===== config.mk =====
export PLATFORM = sky130hd
export DESIGN_NAME = io_supply_sequencer_flat
export DESIGN_NICKNAME = d
export VERILOG_FILES = /design/src/rtl/io_supply_sequencer_if.sv /design/src/rtl/io_supply_sequencer.sv /design/src/flat_wrapper.sv
export SDC_FILE = /design/constraint.sdc
export NUM_CORES = 1
export LEC_CHECK = 0
export ABC_AREA = 1
export ABC_CLOCK_PERIOD_IN_PS = 3150
export BUFFER_PORTS_ARGS = -buffer_cell sky130_fd_sc_hd__buf_2
export CORE_MARGIN = 1.5
export CORE_UTILIZATION = 35
export CTS_CLUSTER_SIZE = 25
export DETAILED_ROUTE_END_ITERATION = 10
export GPL_ROUTABILITY_DRIVEN = 0
export PLACE_DENSITY_LB_ADDON = 0.08
export SKIP_LAST_GASP = 1
export SYNTH_ARGS = -nofsm -noshare
export SYNTH_HDL_FRONTEND = slang
export SYNTH_SLANG_ARGS = --single-unit

===== constraint.sdc =====
create_clock -name clock -period 3.15 [get_ports clock]
set_input_delay 0.315 -clock clock [delete_from_list [all_inputs] [get_ports clock]]
set_output_delay 0.315 -clock clock [all_outputs]
set_load 0.005 [all_outputs]

===== src/rtl/io_supply_sequencer_if.sv =====
// Signal bundle between the housekeeping registers and padframe supply switches
// and the supply sequencer.
interface io_supply_sequencer_if #(
   parameter int NCH  = 4,
   parameter int CNTW = 12
);
   localparam int CHW = $clog2(NCH);

   logic            req_on;
   logic [CNTW-1:0] settle_cycles;
   logic [CNTW-1:0] timeout_cycles;
   logic [NCH-1:0]  pgood;
   logic [NCH-1:0]  en;
   logic            iso_n;
   logic            busy;
   logic            fault;
   logic [CHW-1:0]  fault_ch;

   modport master (
      output req_on, settle_cycles, timeout_cycles, pgood,
      input  en, iso_n, busy, fault, fault_ch
   );

   modport slave (
      input  req_on, settle_cycles, timeout_cycles, pgood,
      output en, iso_n, busy, fault, fault_ch
   );
endinterface


===== src/rtl/io_supply_sequencer.sv =====
// Ordered power-up/power-down sequencer for padframe supply channels.
// Channel 0 powers up first; power-down runs in reverse. Faults are sticky until req_on drops.
module io_supply_sequencer #(
   parameter int NCH  = 4,
   parameter int CNTW = 12
) (
   input logic                  clock,
   input logic                  resetb,
   io_supply_sequencer_if.slave bus
);
   localparam int             CHW      = $clog2(NCH);
   localparam logic [CHW-1:0] LAST_IDX = CHW'(NCH - 1);

   typedef enum logic [2:0] {
      S_OFF, S_RAMP_UP, S_SETTLE_UP, S_ON, S_RAMP_DN, S_FAULT
   } state_e;

   state_e          state_q, state_d;
   logic [CHW-1:0]  idx_q, idx_d;
   logic [CNTW-1:0] cnt_q, cnt_d, cnt_inc;
   logic [CNTW-1:0] settle_q, settle_d;
   logic [CNTW-1:0] timeout_q, timeout_d;
   logic [NCH-1:0]  pg_meta_q, pg_s_q;
   logic [NCH-1:0]  low_up;
   logic [NCH-1:0]  en_q, en_d;
   logic            iso_n_q, iso_n_d;
   logic            busy_q, busy_d;
   logic            fault_q, fault_d;
   logic [CHW-1:0]  fault_ch_q, fault_ch_d;

   function automatic logic [CHW-1:0] lowest_set(input logic [NCH-1:0] v);
      logic [CHW-1:0] r;
      r = '0;
      for (int i = NCH - 1; i >= 0; i--) begin
         if (v[i]) r = CHW'(i);
      end
      return r;
   endfunction

   // NOTE: every variable gets a default at the top, so no path can infer a latch.
   always_comb begin
      state_d    = state_q;
      idx_d      = idx_q;
      settle_d   = settle_q;
      timeout_d  = timeout_q;
      fault_ch_d = fault_ch_q;
      cnt_inc    = (cnt_q == '1) ? cnt_q : cnt_q + CNTW'(1);
      cnt_d      = cnt_inc;

      // Channels already powered (0..idx) whose synchronised power-good is low.
      for (int i = 0; i < NCH; i++) begin
         low_up[i] = ~pg_s_q[i] && (i <= int'(idx_q));
      end

      case (state_q)
         S_OFF: begin
            cnt_d = '0;
            if (bus.req_on) begin
               state_d   = S_RAMP_UP;
               idx_d     = '0;
               timeout_d = bus.timeout_cycles;
            end
         end
         S_RAMP_UP: begin
            if (!bus.req_on) begin
               state_d  = S_RAMP_DN;
               cnt_d    = '0;
               settle_d = bus.settle_cycles;
            end else if (pg_s_q[idx_q]) begin
               state_d  = S_SETTLE_UP;
               cnt_d    = '0;
               settle_d = bus.settle_cycles;
            end else if (timeout_q != '0 && cnt_inc == timeout_q) begin
               state_d    = S_FAULT;
               fault_ch_d = idx_q;
            end
         end
         S_SETTLE_UP: begin
            if (|low_up) begin
               state_d    = S_FAULT;
               fault_ch_d = lowest_set(low_up);
            end else if (!bus.req_on) begin
               state_d  = S_RAMP_DN;
               cnt_d    = '0;
               settle_d = bus.settle_cycles;
            end else if (cnt_q == settle_q) begin
               cnt_d = '0;
               if (idx_q == LAST_IDX) begin
                  state_d = S_ON;
               end else begin
                  state_d   = S_RAMP_UP;
                  idx_d     = idx_q + CHW'(1);
                  timeout_d = bus.timeout_cycles;
               end
            end
         end
         S_ON: begin
            cnt_d = '0;
            if (~&pg_s_q) begin
               state_d    = S_FAULT;
               fault_ch_d = lowest_set(~pg_s_q);
            end else if (!bus.req_on) begin
               state_d  = S_RAMP_DN;
               idx_d    = LAST_IDX;
               settle_d = bus.settle_cycles;
            end
         end
         S_RAMP_DN: begin
            if (cnt_q == settle_q) begin
               cnt_d = '0;
               if (idx_q == '0) begin
                  state_d = S_OFF;
               end else begin
                  idx_d    = idx_q - CHW'(1);
                  settle_d = bus.settle_cycles;
               end
            end
         end
         S_FAULT: begin
            cnt_d = '0;
            if (!bus.req_on) state_d = S_OFF;
         end
         default: begin
            state_d = S_OFF;
            cnt_d   = '0;
         end
      endcase

      // Outputs are decoded from the next state so they change on the same edge as the state.
      en_d = '0;
      for (int i = 0; i < NCH; i++) begin
         if (state_d == S_ON)
            en_d[i] = 1'b1;
         else if (state_d == S_RAMP_UP || state_d == S_SETTLE_UP)
            en_d[i] = (i <= int'(idx_d));
         else if (state_d == S_RAMP_DN)
            en_d[i] = (i < int'(idx_d));
      end
      iso_n_d = (state_d == S_ON);
      busy_d  = (state_d == S_RAMP_UP) || (state_d == S_SETTLE_UP) || (state_d == S_RAMP_DN);
      fault_d = (state_d == S_FAULT);
   end

   // NOTE: non-blocking assignments so every flop samples the same pre-edge values;
   // all flops, including the pgood synchroniser, take a defined reset value.
   always_ff @(posedge clock or negedge resetb) begin
      if (!resetb) begin
         state_q    <= S_OFF;
         idx_q      <= '0;
         cnt_q      <= '0;
         settle_q   <= '0;
         timeout_q  <= '0;
         pg_meta_q  <= '0;
         pg_s_q     <= '0;
         en_q       <= '0;
         iso_n_q    <= 1'b0;
         busy_q     <= 1'b0;
         fault_q    <= 1'b0;
         fault_ch_q <= '0;
      end else begin
         state_q    <= state_d;
         idx_q      <= idx_d;
         cnt_q      <= cnt_d;
         settle_q   <= settle_d;
         timeout_q  <= timeout_d;
         pg_meta_q  <= bus.pgood;
         pg_s_q     <= pg_meta_q;
         en_q       <= en_d;
         iso_n_q    <= iso_n_d;
         busy_q     <= busy_d;
         fault_q    <= fault_d;
         fault_ch_q <= fault_ch_d;
      end
   end

   assign bus.en       = en_q;
   assign bus.iso_n    = iso_n_q;
   assign bus.busy     = busy_q;
   assign bus.fault    = fault_q;
   assign bus.fault_ch = fault_ch_q;
endmodule

===== src/flat_wrapper.sv =====
// flat-port wrapper written by rule: the top's interface ports become plain ports
module io_supply_sequencer_flat 
#(
   parameter int NCH  = 4,
   parameter int CNTW = 12
)
  (clock, resetb, bus_req_on, bus_settle_cycles, bus_timeout_cycles, bus_pgood, bus_en, bus_iso_n, bus_busy, bus_fault, bus_fault_ch);
  io_supply_sequencer_if #(.NCH(NCH), .CNTW(CNTW)) bus_i ();
  input logic clock;
  input logic resetb;
  input wire logic [$bits(bus_i.req_on)-1:0] bus_req_on;
  input wire logic [$bits(bus_i.settle_cycles)-1:0] bus_settle_cycles;
  input wire logic [$bits(bus_i.timeout_cycles)-1:0] bus_timeout_cycles;
  input wire logic [$bits(bus_i.pgood)-1:0] bus_pgood;
  output wire logic [$bits(bus_i.en)-1:0] bus_en;
  output wire logic [$bits(bus_i.iso_n)-1:0] bus_iso_n;
  output wire logic [$bits(bus_i.busy)-1:0] bus_busy;
  output wire logic [$bits(bus_i.fault)-1:0] bus_fault;
  output wire logic [$bits(bus_i.fault_ch)-1:0] bus_fault_ch;
  assign bus_i.req_on = bus_req_on;
  assign bus_i.settle_cycles = bus_settle_cycles;
  assign bus_i.timeout_cycles = bus_timeout_cycles;
  assign bus_i.pgood = bus_pgood;
  assign bus_en = bus_i.en;
  assign bus_iso_n = bus_i.iso_n;
  assign bus_busy = bus_i.busy;
  assign bus_fault = bus_i.fault;
  assign bus_fault_ch = bus_i.fault_ch;
  io_supply_sequencer #(.NCH(NCH), .CNTW(CNTW)) u_core (.clock(clock), .resetb(resetb), .bus(bus_i));
endmodule

Word level (Yosys, flattened, before mapping)

Index checks and enable logic that the tools add are counted.

Bits in registers: 58
Input port bits: 31
Output and inout bits: 9
Word-level logic and storage cells: 147

$add $sub $neg: 3
Order comparisons: 10
Equal/unequal tests: 28
Multiplexer cells: 72
Bitwise logic cells: 5
Reductions and logical operators: 17

Operators with widths:

| cell                                                                             | count |
|---|---|
| 12-bit 2-to-1 mux                                                                | 18 |
| 12-bit one-hot mux with 4 select lines                                           | 1 |
| 2-bit 2-to-1 mux                                                                 | 23 |
| 3-bit 2-to-1 mux                                                                 | 12 |
| 12-bit one-hot mux with 3 select lines                                           | 1 |
| 12-bit equality test                                                             | 2 |
| 12-bit one-hot mux with 2 select lines                                           | 1 |
| 3-bit one-hot mux with 6 select lines                                            | 1 |
| 6-bit AND reduction                                                              | 3 |
| 2-bit != test (second input constant)                                            | 8 |
| 12-bit by 1-bit adder with 12-bit output (second input constant)                 | 1 |
| 12-bit equality test (second input constant)                                     | 1 |
| 3-bit by 2-bit equality test with 1-bit output (second input constant)           | 4 |
| 3-bit equality test (second input constant)                                      | 4 |
| 1-bit 2-to-1 mux                                                                 | 12 |
| 12-bit nonzero test                                                              | 1 |
| 2-bit by 1-bit != test with 1-bit output (second input constant)                 | 5 |
| 2-bit less-or-equal comparator (first input constant)                            | 4 |
| 2-bit one-hot mux with 4 select lines                                            | 1 |
| 3-bit by 1-bit equality test with 1-bit output (second input constant)           | 2 |
| 2-bit one-hot mux with 3 select lines                                            | 1 |
| 1-bit by 2-bit less-or-equal comparator with 1-bit output (first input constant) | 2 |
| 1-bit logical AND                                                                | 4 |
| 1-bit by 2-bit < comparator with 1-bit output (first input constant)             | 2 |
| other kinds (17)                                                                 | 21 |

Longest topological paths before layout

Gate-level depths: netlist of the first run.

Depth after elaboration: 12
Gate-level depth with buffers: 18
Gate-level depth less buffers: 18

Worst setup path before layout of the first run

Ideal clock, no wire load.

Path type: register -> register
From: reg u_core.cnt_q[1]
To: reg u_core.en_q[3] (netlist: u_core.bus.en[3])
Setup time: 119 ps
Arrival time: 1884 ps
Path slack: 1147 ps
Stages on the path, launching flop included: 17
Cell sequence: dfrtp_1 -> ha_1 -> nand2_2 -> nor2_4 -> nand3_2 -> buf_6 -> nand2_1 -> nand2_1 -> nand2_1 -> nand2_1 -> nor2_1 -> nand3_1 -> nor2_2 -> nand3_2 -> nand2_4 -> nor2_2 -> and2_1

Cells in the longest elaborated chain, start to end: 12

RTL lines:

| item                                                                                                                    | RTL line                   | RTL |
|---|---|---|
| start: declaration                                                                                                      | io_supply_sequencer.sv:20  | `logic [CNTW-1:0] cnt_q, cnt_d, cnt_inc;` |
| start signal: assignment                                                                                                | io_supply_sequencer.sv:163 | `cnt_q <= cnt_d;` |
| 12-bit by 1-bit adder with 12-bit output / 12-bit equality test (equally long branches)                                 | io_supply_sequencer.sv:47  | `cnt_inc = (cnt_q == '1) ? cnt_q : cnt_q + CNTW'(1);` |
| 12-bit 2-to-1 mux                                                                                                       | io_supply_sequencer.sv:47  |  |
| 12-bit equality test                                                                                                    | io_supply_sequencer.sv:73  | `end else if (timeout_q != '0 && cnt_inc == timeout_q) begin` |
| 1-bit logical AND                                                                                                       | io_supply_sequencer.sv:73  |  |
| 3-bit 2-to-1 mux                                                                                                        | io_supply_sequencer.sv:73  |  |
| 3-bit 2-to-1 mux                                                                                                        | io_supply_sequencer.sv:69  | `end else if (pg_s_q[idx_q]) begin` |
| 3-bit 2-to-1 mux                                                                                                        | io_supply_sequencer.sv:65  | `if (!bus.req_on) begin` |
| 3-bit one-hot mux with 6 select lines *                                                                                 | io_supply_sequencer.sv:55  | `case (state_q)` |
| named net u_core.state_d[2]                                                                                             | io_supply_sequencer.sv:18  | `state_e state_q, state_d;` |
| 3-bit by 1-bit equality test with 1-bit output / 3-bit by 2-bit equality test with 1-bit output (equally long branches) | io_supply_sequencer.sv:134 | `else if (state_d == S_RAMP_UP \|\| state_d == S_SETTLE_UP)` |
| 1-bit logical OR                                                                                                        | io_supply_sequencer.sv:134 |  |
| 1-bit 2-to-1 mux                                                                                                        | io_supply_sequencer.sv:134 |  |
| 1-bit 2-to-1 mux *                                                                                                      | io_supply_sequencer.sv:132 | `if (state_d == S_ON)` |
| named net u_core.en_d[3]                                                                                                | io_supply_sequencer.sv:25  | `logic [NCH-1:0] en_q, en_d;` |
| end signal: assignment                                                                                                  | io_supply_sequencer.sv:168 | `en_q <= en_d;` |
| end: declaration                                                                                                        | io_supply_sequencer.sv:25  |  |

Mark *: on every way through the listed nets, which the timed path passes. The rest lies on a longest branch.
A chain may end at the register's enable or synchronous reset.

Worst setup path after layout of the first run

From: reg u_core.cnt_q[0]
To: reg u_core.fault_ch_q[1] (netlist: u_core.bus.fault_ch[1])

Cells in the longest elaborated chain, start to end: 6

RTL lines:

| item                                                                                    | RTL line                   | RTL |
|---|---|---|
| 12-bit by 1-bit adder with 12-bit output / 12-bit equality test (equally long branches) | io_supply_sequencer.sv:47  |  |
| 12-bit 2-to-1 mux *                                                                     | io_supply_sequencer.sv:47  |  |
| 12-bit equality test *                                                                  | io_supply_sequencer.sv:73  |  |
| 1-bit logical AND *                                                                     | io_supply_sequencer.sv:73  |  |
| 2-bit by 1-bit != test with 1-bit output (no line) *                                    | n/a                        |  |
| 6-bit AND reduction (no line) *                                                         | n/a                        |  |
| end signal: assignment                                                                  | io_supply_sequencer.sv:172 | `fault_ch_q <= fault_ch_d;` |
| end: declaration                                                                        | io_supply_sequencer.sv:29  | `logic [CHW-1:0] fault_ch_q, fault_ch_d;` |

Mark *: on every way between the ends. The rest lies on a longest branch, timed or not.

==> results of run 1 <==
kinds of logic (layout without fill, tap and decap cells):
family | after synthesis | after routing
AND/OR/NAND/NOR | 228 | 228
multiplexers | 13 | 13
buffers and inverters | 55 | 107
AO/OA/AOI/OAI | 54 | 54
flip-flops | 58 | 58
adder cells (fa/ha/maj) | 1 | 1
XOR/XNOR | 12 | 12
registers in the layout (all words and copies together) (netlist names), 2 cells and up:
signal	cells
u_core.cnt_q	12
u_core.pg_meta_q	4
u_core.idx_q	2
u_core.settle_q	12
u_core.bus.fault_ch	2
u_core.bus.en	4
u_core.state_q	3
u_core.pg_s_q	4
u_core.timeout_q	12
per-stage QoR:
| step | hold WS [ns] | setup WS [ns] |
|---|---|---|
| 2_1_floorplan | 0.0194 | 1.15 |
| 3_3_place_gp | 0.335 | 0.519 |
| 3_5_place_dp | 0.336 | 0.437 |
| 4_1_cts | 0.0564 | 0.441 |
| 5_1_grt | 0.0453 | 0.146 |
| 6_report | 0.0790 | 0.420 |
power breakdown:
part | total [mW] | internal (mW) | switching, mW
clock network | 0.851 | 0.550 | 0.302
logic | 1.05 | 0.471 | 0.582
registers | 1.12 | 0.954 | 0.163
final cells by class:
cell class	count	share of cell area (%)
clock buffer	12	3.69
timing repair buffer	44	5.92
tap	129	4.11
clock inverter	4	2.52
sequential	58	36.9
inverter	47	4.49
multi-input combinational	308	42.3
path summary, 6_finish.rpt:
| check | from | endpoint | slack (ns) | cells past startpoint |
|---|---|---|---|---|
| hold / removal | bus_pgood[3] | u_core.pg_meta_q[3]$_DFF_PN0_ | 0.08 | 1 |
| min in group asynchronous | resetb | u_core.settle_q[2]$_DFFE_PN0P_ | 0.13 | 1 |
| hold reg to reg | u_core.pg_meta_q[2]$_DFF_PN0_ | u_core.pg_s_q[2]$_DFF_PN0_ | 0.35 | 0 |
| max in group asynchronous | resetb | u_core.state_q[2]$_DFF_PN0_ | 2.31 | 2 |
| setup / recovery | u_core.cnt_q[0]$_DFF_PN0_ | u_core.bus.fault_ch[1]$_DFFE_PN0P_ | 0.42 | 14 |
| setup reg to reg | u_core.cnt_q[0]$_DFF_PN0_ | u_core.bus.fault_ch[1]$_DFFE_PN0P_ | 0.42 | 14 |
per-layer routing:
layer	up-vias	global-route usage (%)	part of all wire [%]
met3	8	5.41	5.5
met1	1291	26.4	53
li1	1468	-	-
met5	-	0	0
met2	90	23.8	40
met4	0	5.85	0.97
worst max-delay path: stages, from the launching register on:
cell,delay (ns)
dfrtp_1,0.51
ha_1,0.27
nand2_2,0.09
nor2_4,0.14
nand3_2,0.37
nand2_1,0.19
nand2_1,0.09
nand2_1,0.06
nand2_1,0.04
nor2_1,0.10
nand3_1,0.11
nor3_1,0.32
o21ai_1,0.16
nand2_1,0.08
o21ai_1,0.06
layout by cell type (no fill, tap or decap), types with 2 or more instances in the layout:
cell type and n:
o21ai_1 7, o21ai_0 7, nor2_2 6, buf_2 39, nor3_1 3, bufinv_16 3
a21oi_1 28, dfrtp_1 58, nand4_1 10, nand3_2 2, xnor2_1 9, o21bai_1 3
nand2_2 8, nor2_4 5, mux2_2 5, inv_2 7, clkbuf_1 2, xor2_1 3
inv_1 39, clkbuf_8 10, mux2_4 8, buf_4 5, nand3_1 40, nand2_1 99
nor2_1 47
==> impl_metrics.csv, run 1 <==
group,metric,value,unit
run_status,status,"complete, no violations",
synth,synth_compound_gate_area_share,9.16,%
floorplanning,dieWidth,101,um
placed_design,dp_hpwl,6100,um
grt,overflow,0,
clock_tree,cts.sinks,58,
pwr,powerDensity,769,mW/mm^2
routing,via_count,2857,
cells_and_area,design_area,0.00393,mm^2
cells_and_area,antenna_cells,0,
grt,globalRouteTotalUtil,17.6,%
timing,finalClockSkew,0.00774,ns
routing,postRouteAntennaNets,0,
clock_tree,cts_htree_levels,3,
synth,post-synth-top-area-fraction,43.4,%
grt,grt_max_degree,43,
routing,routed_wirelength,8130,um
placed_design,placed_cells_incl_taps,586,
worst_setup_path,critical_path.startpoint_type,"register",
cells_and_area,final_core_utilization,42.5,%
timing,layout_worst_path_cycle_share,86.7,%
grt,antenna_found_initial,0,
timing,max_clock_freq,366,MHz
pwr,power.static_leakage,1.93,nW
floorplanning,top_level_ports,40,
floorplanning,chipHeight,101,um
worst_setup_path,critical_path_arrival,2.93,ns
routing,dr.first_iter.drc_count,200,
pwr,power,3.02,mW
worst_setup_path,timing_worst_setup_path_type,"register to register",
synth,postSynthRegisterBits,58,
clock_tree,tritoncts_clock_tree,"done",
worst_setup_path,timing.critical_path.to_type,"register",
floorplanning,fp.dieArea,0.0102,mm^2
timing,fin_tns_setup,0,ns
clock_tree,cts_inserted_buffers,9,
pwr,power.ir.vdd_worst,0.285,mV
synth,synth_xor_area_share,3.14,%
min_path,timing.hold.worst.class,"input port to register",
cells_and_area,multi_input_comb_area,0.00166,mm^2
routing,route.detailed.wl_per_inst,13.5,um
clock_tree,clock_latency_on_the_worst_skew_pair,0.34,ns
worst_setup_path,worstPathMaxFanout,21,
synth,postSynth.topFlopCell,"dfrtp_1",
worst_setup_path,cp_data_required_time,3.35,ns
cells_and_area,final_layout_size_suffix_gt1_share,22.2,%
cells_and_area,final.fill_count,945,
timing,final-setup-viol-count,0,
clock_tree,clk_pin_slew,0.07,ns
timing,finalHoldViolations,0,
synth,yosysMostFrequentCell,"nand2_1",
cells_and_area,layout.area.seq,0.00145,mm^2
synth,synth_enable_flop_cells,0,
routing,remaining_drc_errors,0,
timing,max_slew_margin,36.0,%
grt,first_global_vias,2751,
synth,synth.lib_cells_used.distinct,43,
synth,syn-cell-area,0.00335,mm^2
synth,netlist.top_cell.by_area,"dfrtp_1",
clock_tree,postCtsSetupBuffers,0,
clock_tree,cts_root_buf,"clkbuf_8",
synth,synth_sequential_area_ratio,43.4,%
clock_tree,ctsLongestPathBuffers,2,
placed_design,buffer_ports.inserted,39,
cells_and_area,area_delta_synth_final,17.4,%
routing,drt-pass1-iter-count,4,
routing,avgViaCountPerCell,4.75,
synth,ys_top_cells_by_count,"99 x nand2_1, 58 x dfrtp_1, 47 x nor2_1, 40 x nand3_1, 39 x inv_1",
grt,global_route_wire_length_before_repair,13700,um
synth,asyncSetResetFlopFracSynth,100,%
synth,area_fraction_in_and_or_nand_and_nor_cells_after_synthesis,31.7,%
floorplanning,initial_utilization,36.2,%
cells_and_area,design.final.nets,500,
placed_design,placedInstanceArea,0.00368,mm^2
timing,slew_violations,0,
synth,netlist_instances,421,
cells_and_area,post_layout_nonfiller_instances,602,
synth,postSynthAreaPerCell,7.95,um^2
clock_tree,cts_hold_buffers,0,
timing,final.min_clock_period,2.73,ns
synth,yosys-mux-area-fraction,5.27,%
clock_tree,ctsResizeCount,0,
synth,synth-adder-area-share,0.374,%
synth,ys.warnings.count,0,
synth,dominant_combinational_cell_family_by_area_after_synthesis,"simple AND/OR/NAND/NOR gates",
synth,synth_area_leaders,"dfrtp_1 43%, nand2_1 11%, nand3_1 6.0%",
job,maxCapViolCount,0,
floorplanning,core,0.00924,mm^2
timing,worst_pin_slew,0.960,ns
timing,rsz0062_at_grt,"no",
floorplanning,floorplan.rows,35,
synth,total_nets_after_synthesis,453,
(Power assumes the default switching activity.)
==> run 2: changes to the inputs <==
--- a/config.mk
+++ b/config.mk
@@ -6,10 +6,10 @@
 export NUM_CORES = 1
 export LEC_CHECK = 0
 export ABC_AREA = 1
-export ABC_CLOCK_PERIOD_IN_PS = 3150
+export ABC_CLOCK_PERIOD_IN_PS = 2800
 export BUFFER_PORTS_ARGS = -buffer_cell sky130_fd_sc_hd__buf_2
-export CORE_MARGIN = 1.5
-export CORE_UTILIZATION = 35
+export CORE_MARGIN = 8
+export CORE_UTILIZATION = 58
 export CTS_CLUSTER_SIZE = 25
 export DETAILED_ROUTE_END_ITERATION = 10
 export GPL_ROUTABILITY_DRIVEN = 0
==> constraint.sdc (replaced) <==
create_clock -name clock -period 2.8 [get_ports clock]
set_input_delay 0.28 -clock clock [delete_from_list [all_inputs] [get_ports clock]]
set_output_delay 0.28 -clock clock [all_outputs]
set_load 0.005 [all_outputs]
==> impl_metrics.csv, run 2 (same netlist as run 1, synthesis figures left out) <==
group,metric,value,unit
pwr,power,3.33,mW
pwr,pwr-share-clk,27.1,%
worst_setup_path,reg2reg_slack,0.32,ns
worst_setup_path,timing_worst_setup_path_type,"register to register",
timing,finalClockSkew,0.00778,ns
clock_tree,clk_pin_slew,0.07,ns
cells_and_area,biggestRegsByFlops,"u_core.cnt_q: 12 flops, u_core.settle_q: 12 flops, u_core.timeout_q: 12 flops",
cells_and_area,final_common_cell,"nand2_1",
clock_tree,cts.sinks,58,
cells_and_area,antenna_cells,0,
worst_setup_path,timing.critical_path.to_type,"register",
pwr,p_sw_share,34.7,%
job,maxCapViolCount,0,
grt,grt_max_degree,34,
routing,postRouteAntennaNets,0,
floorplanning,top_level_ports,40,
timing,slew_violations,0,
worst_setup_path,cp_data_required_time,3.04,ns
timing,finalHoldViolations,0,
routing,avgViaCountPerCell,5.25,
floorplanning,initial_utilization,60.4,%
pwr,power.ir.vdd_worst,0.596,mV
grt,antenna_found_initial,0,
floorplanning,chipHeight,92.0,um
floorplanning,dieWidth,92.0,um
timing,worst_pin_slew,0.806,ns
floorplanning,floorplan.rows,27,
min_path,timing.hold.worst.class,"input port to register",
floorplanning,core,0.00554,mm^2
clock_tree,cts_root_buf,"clkbuf_8",
clock_tree,clock_latency_on_the_worst_skew_pair,0.34,ns
grt,global_route_wire_length_before_repair,13000,um
placed_design,dp_hpwl,5600,um
routing,route.detailed.wl_per_inst,13.6,um
pwr,powerDensity,862,mW/mm^2
grt,first_global_vias,2878,
worst_setup_path,critical_path.startpoint_type,"register",
pwr,internal_power,2.17,mW
clock_tree,ctsLongestPathBuffers,2,
timing,final-setup-viol-count,0,
worst_setup_path,worstPathMaxFanout,14,
grt,overflow,0,
pwr,combinationalPowerShare,35.5,%
worst_setup_path,rr_startpoint,"u_core.cnt_q[1]$_DFF_PN0_",
worst_setup_path,reg2reg_to,"u_core.bus.en[3]$_DFF_PN0_",
clock_tree,cts_inserted_buffers,9,
grt,globalRouteTotalUtil,19.0,%
worst_setup_path,cpMaxStageDelayCell,"dfrtp_1",
worst_setup_path,cell_seen_most_often_among_critical_path_stages,"nand2_1",
timing,final.min_clock_period,2.48,ns
pwr,power.switching,1.15,mW
timing,max_clock_freq,403,MHz
placed_design,buffer_ports.inserted,39,
routing,dr.first_iter.drc_count,187,
cells_and_area,most_used_cells_in_the_layout_excluding_fill_and_tap_cells,"99 x nand2_1, 58 x dfrtp_1, 47 x nor2_1",
routing,routed_wirelength,7430,um
clock_tree,cts_htree_levels,3,
routing,remaining_drc_errors,0,
clock_tree,tritoncts_clock_tree,"done",
routing,via_count,2869,
worst_setup_path,crit_path_start,"u_core.cnt_q[1]$_DFF_PN0_",
pwr,seq_pwr_share,37.4,%
cells_and_area,area_delta_synth_final,15.4,%
worst_setup_path,critPathMaxStageDelay,0.43,ns
worst_setup_path,worstRegToRegCells,15,
timing,fin_tns_setup,0,ns
cells_and_area,design.final.nets,501,
worst_setup_path,critical_path_arrival,2.72,ns
run_status,status,"complete, no violations",
worst_setup_path,endpoint,"u_core.bus.en[3]$_DFF_PN0_",
timing,rsz0062_at_grt,"no",
routing,drt-pass1-iter-count,4,
floorplanning,fp.dieArea,0.00846,mm^2
worst_setup_path,path_cells,"ha_1 > nand2_2 > nor2_4 > nand3_2 > nand2_1 > nand2_1 > nand2_1 > nand2_1 > nor2_1 > nand3_1 > nor2_2 > nand3_2 > nand2_4 > nor2_2 > and2_1",
timing,max_slew_margin,46.3,%
timing,layout_worst_path_cycle_share,88.6,%
cells_and_area,final_layout_size_suffix_gt1_share,22.6,%
pwr,power.static_leakage,1.94,nW
[run 2: cell count changes in the layout (fill, tap and decap cells not counted)]
cell / change
clkinv_2: +1
clkinv_4: -1
clkbuf_8: +2
clkbuf_1: -2
bufinv_16: -1
dlygate4sd3_1: +1
clkinvlp_4: +1
[run 2: per-layer routing]
layer  vias to the layer above  global-route usage [%]  part of all wire (%)
li1                       1469                       -                     -
met1                      1327                    24.5                    50
met2                        60                    28.6                    43
met3                        13                    6.11                   5.5
met4                         0                    8.05                   1.5
met5                         -                       0                     0
[run 2: how the worst min path moves through the flow]
stage	cells past startpoint	endpoint	slack, ns	start
floorplan	0	u_core.bus.busy$_DFF_PN0_	-0.02	resetb
global placement	1	u_core.settle_q[4]$_DFFE_PN0P_	0.30	resetb
detailed placement	1	u_core.settle_q[6]$_DFFE_PN0P_	0.30	resetb
CTS	1	u_core.pg_meta_q[1]$_DFF_PN0_	0.02	bus_pgood[1]
global route	1	u_core.pg_meta_q[3]$_DFF_PN0_	0.03	bus_pgood[3]
finish	1	u_core.pg_meta_q[1]$_DFF_PN0_	0.04	bus_pgood[1]
[run 2: timing repair]
item,CTS,global route
endpoints found under the hold margin,25,0
hold buffers,1,0
setup buffers,0,0
resized for setup,0,0
[run 2: area by class of cell]
class	instances	area, um^2
clock buffer	12	165
clock inverter	4	72.6
timing repair buffer	45	243
fill	479	1680
sequential	58	1450
multi-input combinational	308	1660
inverter	47	176
tap	72	90.1
[run 2: power by group through the flow]
stage               clock network (mW)  logic [mW]  registers (mW)
finish                           0.901        1.18            1.25
global route                     0.956        1.34            1.28
CTS                              0.922        1.18            1.24
detailed placement                   0        1.17            1.25
global placement                     0        1.14            1.25
floorplan                            0       0.941            1.21
[run 2: critical path: cells and delay by family, from the launching register on]
family        cells  cell delay [ns]
simple gates     14             1.67
flops             1             0.43
fa+ha+maj         1             0.26
[run 2: per-stage QoR]
stage / hold slack, ns / std cells / area (um^2) / util [%] / setup slack (ns)
6_report: 0.0427 / 546 / 3860 / 69.7 / 0.318
5_1_grt: 0.0269 / 546 / 3860 / 69.7 / 0.0946
4_1_cts: 0.0225 / 546 / 3860 / 69.7 / 0.376
3_5_place_dp: 0.305 / 529 / 3610 / 65.2 / 0.380
3_3_place_gp: 0.299 / 529 / 3610 / 65.2 / 0.487
2_1_floorplan: -0.0156 / 421 / 3350 / - / 0.797
